===== src/rtl/fetch_queue_pkg.sv =====
// Shared instruction-side types used by the fetch queue and its neighbours.
package fetch_queue_pkg;

    // Width of the branch tag carried with every fetched instruction.
    localparam int unsigned TAG_W   = 4;
    // Width of a raw instruction word.
    localparam int unsigned INSTR_W = 32;

    // One fetched instruction as it travels from fetch to the decoder.
    typedef struct packed {
        logic [INSTR_W-1:0] instr;
        logic [TAG_W-1:0]   branch_tag;
        logic               macroop_start;
        logic               macroop_end;
    } fetched_instruction;

endpackage


===== src/rtl/fifo_mem.sv =====
// DEPTH x WIDTH register array: one synchronous write port, one asynchronous read port.
// Contents are deliberately not reset; validity is tracked by the owner.
module fifo_mem #(
    parameter int unsigned DEPTH  = 8,
    parameter int unsigned WIDTH  = 32,
    parameter int unsigned ADDR_W = $clog2(DEPTH)
) (
    input  logic              i_clk,
    input  logic              i_we,
    input  logic [ADDR_W-1:0] i_waddr,
    input  logic [WIDTH-1:0]  i_wdata,
    input  logic [ADDR_W-1:0] i_raddr,
    output logic [WIDTH-1:0]  o_rdata
);

    logic [WIDTH-1:0] r_mem [DEPTH];

    // Write the addressed entry on a qualified write.
    always_ff @(posedge i_clk) begin
        if (i_we) begin
            r_mem[i_waddr] <= i_wdata;
        end
    end

    assign o_rdata = r_mem[i_raddr];

endmodule


===== src/rtl/fetch_queue.sv =====
// In-order decoupling buffer between fetch and the instruction decoder.
// The head is only offered once a complete macro-op is queued (or the queue is full),
// and a front-end flush empties the queue in a single cycle.
module fetch_queue
    import fetch_queue_pkg::*;
#(
    parameter int unsigned DEPTH = 8,
    parameter int unsigned CNT_W = $clog2(DEPTH) + 1
) (
    input  logic               clk,
    input  logic               rst,
    input  logic               flush,
    input  logic               in_valid,
    output logic               in_ready,
    input  fetched_instruction in_instr,
    output logic               out_valid,
    input  logic               out_ready,
    output fetched_instruction out_instr,
    output logic [CNT_W-1:0]   count
);

    localparam int unsigned PTR_W   = $clog2(DEPTH);
    localparam int unsigned ENTRY_W = $bits(fetched_instruction);

    logic [PTR_W-1:0]   r_head;
    logic [PTR_W-1:0]   r_tail;
    logic [CNT_W-1:0]   r_count;
    logic [CNT_W-1:0]   r_end_cnt;

    logic [PTR_W-1:0]   w_head_d;
    logic [PTR_W-1:0]   w_tail_d;
    logic [CNT_W-1:0]   w_count_d;
    logic [CNT_W-1:0]   w_end_cnt_d;

    logic               w_full;
    logic               w_push;
    logic               w_pop;
    logic               w_push_end;
    logic               w_pop_end;
    logic [ENTRY_W-1:0] w_rd_data;

    // Handshakes depend only on registered state and flush, never on in_valid/out_ready.
    assign w_full    = (r_count == CNT_W'(DEPTH));
    assign in_ready  = !w_full && !flush;
    // Full override keeps a macro-op longer than the queue from deadlocking.
    assign out_valid = (r_count != '0) && ((r_end_cnt != '0) || w_full) && !flush;

    assign w_push     = in_valid && in_ready;
    assign w_pop      = out_valid && out_ready;
    assign w_push_end = w_push && in_instr.macroop_end;
    assign w_pop_end  = w_pop && out_instr.macroop_end;

    assign out_instr = fetched_instruction'(w_rd_data);
    assign count     = r_count;

    fifo_mem #(
        .DEPTH (DEPTH),
        .WIDTH (ENTRY_W),
        .ADDR_W(PTR_W)
    ) u_fifo_mem (
        .i_clk  (clk),
        .i_we   (w_push),
        .i_waddr(r_tail),
        .i_wdata(in_instr),
        .i_raddr(r_head),
        .o_rdata(w_rd_data)
    );

    // Next-state for pointers, occupancy and the count of queued macro-op ends.
    always_comb begin
        w_head_d    = r_head;
        w_tail_d    = r_tail;
        w_count_d   = r_count;
        w_end_cnt_d = r_end_cnt;

        // Pointers are power-of-two wide, so the add wraps modulo DEPTH.
        if (w_push) begin
            w_tail_d = r_tail + PTR_W'(1);
        end
        if (w_pop) begin
            w_head_d = r_head + PTR_W'(1);
        end

        unique case ({w_push, w_pop})
            2'b10:   w_count_d = r_count + CNT_W'(1);
            2'b01:   w_count_d = r_count - CNT_W'(1);
            default: w_count_d = r_count;
        endcase

        unique case ({w_push_end, w_pop_end})
            2'b10:   w_end_cnt_d = r_end_cnt + CNT_W'(1);
            2'b01:   w_end_cnt_d = r_end_cnt - CNT_W'(1);
            default: w_end_cnt_d = r_end_cnt;
        endcase
    end

    // State register; reset and flush both return to empty, storage untouched.
    always_ff @(posedge clk) begin
        if (rst || flush) begin
            r_head    <= '0;
            r_tail    <= '0;
            r_count   <= '0;
            r_end_cnt <= '0;
        end else begin
            r_head    <= w_head_d;
            r_tail    <= w_tail_d;
            r_count   <= w_count_d;
            r_end_cnt <= w_end_cnt_d;
        end
    end

endmodule


===== config.mk =====
export PLATFORM = sky130hd
export DESIGN_NAME = fetch_queue
export DESIGN_NICKNAME = d
export VERILOG_FILES = /design/src/rtl/fetch_queue_pkg.sv /design/src/rtl/fifo_mem.sv /design/src/rtl/fetch_queue.sv
export SDC_FILE = /design/constraint.sdc
export NUM_CORES = 1
export LEC_CHECK = 0
export CELL_PAD_IN_SITES_DETAIL_PLACEMENT = 1
export CELL_PAD_IN_SITES_GLOBAL_PLACEMENT = 1
export CORE_ASPECT_RATIO = 1.75
export CORE_UTILIZATION = 40
export DETAILED_ROUTE_END_ITERATION = 8
export DONT_BUFFER_PORTS = 1
export PLACE_DENSITY_LB_ADDON = 0.1
export SKIP_CTS_REPAIR_TIMING = 1
export SYNTH_ARGS = -nofsm -noshare
export SYNTH_HDL_FRONTEND = slang
export SYNTH_HIERARCHICAL = 1
export SYNTH_SLANG_ARGS = --single-unit
export TNS_END_PERCENT = 20

===== constraint.sdc =====
create_clock -name clk -period 11 [get_ports clk]
set_clock_uncertainty 0.05 [all_clocks]
set_input_delay 1.1 -clock clk [delete_from_list [all_inputs] [get_ports clk]]
set_output_delay 1.1 -clock clk [all_outputs]
set_load 0.005 [all_outputs]

==> flow_metrics.tcl <==
set metrics [dict create \
    syn_inst 550 \
    hold_ws_ps 430 \
    slowest_delay_ps 990 \
    cp_cell_sequence "buf_4 -> mux4_2 -> mux2_2" \
    clk_latency_ps 540 \
    row_count 84 \
    regArea_sq_mm 0.00942 \
    track_usage 0.168 \
    hold_path_class "reg2reg" \
    route.detailed.drc 0 \
    path_depth 3 \
    max_freq_ghz 0.232 \
    crit_start "r_head[0]$_SDFFE_PP0P_" \
    via_per_inst 5.45 \
    leakagePower_uw 0.00415 \
    crit_slowest_cell "dfxtp_4" \
    diodes 0 \
    ant_nets 0 \
    yosysWarnings 6 \
    relSlewSlack 0.233 \
    clock_path_buffers 3 \
    gp_congestion 0.666 \
    hold_viol 0 \
    power_density_mw_per_mm2 175 \
    clock-root-buffer "clkbuf_16" \
    cts-buffers-inserted 29 \
    avgSynthCellArea_sq_um 22.4 \
    rsz0062_at_grt "false" \
    pin_count 87 \
    critPathCaptureType "output pin" \
    r2r-start "r_head[0]$_SDFFE_PP0P_" \
    htreeDepth 1 \
    grt_pass1_wl_mm 37.8 \
    critPathTopFamily "flip-flops" \
    vdd_drop_max_v 0.000107 \
    grt_pass1_vias 5990 \
    setup_violations 0 \
    r2r_cells 9 \
    min_period_ps 4310 \
    drt_iter0_drc 221 \
    drt_pass1_iterations 4 \
    via_count 5332 \
    multi_input_area_sq_mm 0.00278 \
    dieHeight_um 234 \
    cts_tree "yes" \
    syn-num-nets 603 \
    outcome "completed" \
    dieArea_sq_mm 0.0315 \
    avgRoutedWirePerCell_um 25.8 \
    initial_utilization 0.408 \
    synth.distinct_cells 32 \
    critPathRequiredTime_ps 9850 \
    wl_mm 25.2 \
    grt_max_degree 73 \
    reg2reg_slack_ps 7440 \
    synthToLayoutAreaGrowth_pct 12.2 \
    dp_hpwl_mm 14.5 \
    synth-seq-cells 318 \
    grt_overflow 0 \
    worst_slew_pin_slew_ps 1150 \
    slew_violations 0 \
    synth_area_sq_mm 0.0123 \
    cts_sinks 318 \
    period_share 0.391 \
    clk_pin_slew_worst_paths_ps 70 \
    cp.arrival_ps 3160 \
    drive_gt1_frac 0.321 \
    fp.dieW_um 135 \
    synth-seq-area-share 0.765 \
    antenna_found_initial 0 \
    startpoint_type "flip-flop" \
    fp.coreArea_sq_mm 0.0302 \
    crit_end "out_instr[22]" \
    nets 623 \
    fill_cells 2700 \
    io_buffers 0 \
    rr_endpoint "r_end_cnt[3]$_SDFFE_PP0P_" \
    worstSetupPathType "reg2out" \
    crit_buf_inv 1 \
    tns_ps 0 \
    cp_max_fo 47 \
    cap_violations 0 \
]
[sequential cells by signal (all words and copies together) (netlist names)]
| signal | count |
|---|---|
| count | 4 |
| r_end_cnt | 4 |
| r_head | 3 |
| r_tail | 3 |
| u_fifo_mem/r_mem | 304 |
[stage by stage]
step / worst slack, ps / instance area (sq um) / total power, uW / cells / util
2_1_floorplan: 6250 / 12300 / 1390 / 550 / -
3_3_place_gp: 7120 / 12800 / 1400 / 926 / 0.425
3_5_place_dp: 7120 / 12800 / 1400 / 926 / 0.425
4_1_cts: 6510 / 13800 / 2440 / 979 / 0.458
5_1_grt: 6390 / 13800 / 2480 / 979 / 0.458
6_report: 6690 / 13800 / 2410 / 979 / 0.458
[Yosys cell counts]
| cell type | n | area share |
|---|---|---|
| a2111oi_4 | 1 | 0.0022 |
| a211oi_1 | 3 | 0.0018 |
| a21oi_1 | 7 | 0.0028 |
| a31o_2 | 1 | 0.00071 |
| and2_2 | 1 | 0.00061 |
| and4b_1 | 2 | 0.0016 |
| buf_1 | 4 | 0.0012 |
| buf_2 | 4 | 0.0016 |
| buf_6 | 5 | 0.0046 |
| clkbuf_1 | 11 | 0.0034 |
| dfxtp_1 | 14 | 0.023 |
| edfxtp_1 | 304 | 0.74 |
| fa_1 | 2 | 0.0033 |
| ha_1 | 8 | 0.0081 |
| inv_1 | 8 | 0.0024 |
| mux2_2 | 38 | 0.035 |
| mux4_2 | 76 | 0.14 |
| nand2_1 | 8 | 0.0024 |
| nand2b_1 | 3 | 0.0015 |
| nand3_1 | 4 | 0.0016 |
| nor2_1 | 24 | 0.0073 |
| nor3_1 | 2 | 0.00081 |
| nor3b_2 | 1 | 0.0010 |
| nor4_1 | 2 | 0.0010 |
| nor4b_1 | 1 | 0.00071 |
| nor4bb_1 | 1 | 0.00081 |
| o21ai_0 | 4 | 0.0016 |
| o31ai_1 | 2 | 0.0012 |
| or2_2 | 1 | 0.00051 |
| or3_4 | 1 | 0.00092 |
| xnor2_1 | 3 | 0.0021 |
| xor2_1 | 4 | 0.0028 |
[cells in the final DEF, fill, tap and decap left out, types with 3 or more instances in the layout]
cell / n
buf_4: 13
a21oi_1: 7
a211oi_1: 3
edfxtp_1: 304
nand2_1: 8
xor2_1: 4
clkinv_2: 7
clkinv_1: 4
inv_1: 8
mux4_2: 76
nor2_4: 6
ha_1: 8
nand2b_1: 3
bufinv_16: 5
xnor2_1: 3
nor2_1: 18
nand3_1: 4
dfxtp_1: 11
clkbuf_1: 3
o21ai_0: 4
clkbuf_16: 29
mux2_2: 38
[final cells by class]
class,instances,share of cell area
clock buffer,34,0.0554
timing repair buffer,13,0.00707
sequential,318,0.682
inverter,8,0.00218
clock inverter,19,0.0162
tap,387,0.0351
multi-input combinational,200,0.202
[per-layer routing]
metal	global-route usage	up-vias	routed length, um	share of wire
li1	-	2315	-	-
met1	0.191	2904	9660	0.38
met2	0.319	89	14100	0.56
met3	0.0329	24	1090	0.043
met4	0.0439	0	392	0.016
met5	0	-	0	0
[tightest hold or removal path: cells and delay by family, from the launching register on]
kind	cells	cell delay (ps)
DFF	1	320
and+or+nand+nor	1	60
AOI/OAI and AO/OA	1	50
[power breakdown]
part	internal (uW)	total [uW]	leakage, uW	switching, uW
Sequential	1330	1340	0.00286	3.83
Combinational	16.3	35.2	0.000807	18.9
Clock	613	1040	0.000484	422
[kinds of logic (layout without fill, tap and decap cells)]
| group | count (synthesis) | in the layout | share of synthesized area |
|---|---|---|---|
| xor gates and xnor gates | 7 | 7 | 0.00498 |
| buffers and inverters | 32 | 74 | 0.0132 |
| AOI/OAI and AO/OA | 18 | 18 | 0.0105 |
| muxes | 114 | 114 | 0.174 |
| DFF | 318 | 318 | 0.765 |
| adders and majority gates | 10 | 10 | 0.0114 |
| and+or+nand+nor | 51 | 51 | 0.0210 |
[worst min-delay path by stage]
stage                                 to  depth (start not counted)                       from
6_report       r_end_cnt[3]$_SDFFE_PP0P_                          2  r_end_cnt[3]$_SDFFE_PP0P_
5_1_grt        r_end_cnt[3]$_SDFFE_PP0P_                          2  r_end_cnt[3]$_SDFFE_PP0P_
4_1_cts        r_end_cnt[3]$_SDFFE_PP0P_                          2  r_end_cnt[3]$_SDFFE_PP0P_
3_5_place_dp   r_end_cnt[3]$_SDFFE_PP0P_                          2  r_end_cnt[3]$_SDFFE_PP0P_
3_3_place_gp   r_end_cnt[3]$_SDFFE_PP0P_                          2  r_end_cnt[3]$_SDFFE_PP0P_
2_1_floorplan  r_end_cnt[3]$_SDFFE_PP0P_                          2  r_end_cnt[3]$_SDFFE_PP0P_
(Power assumes the default switching activity.)
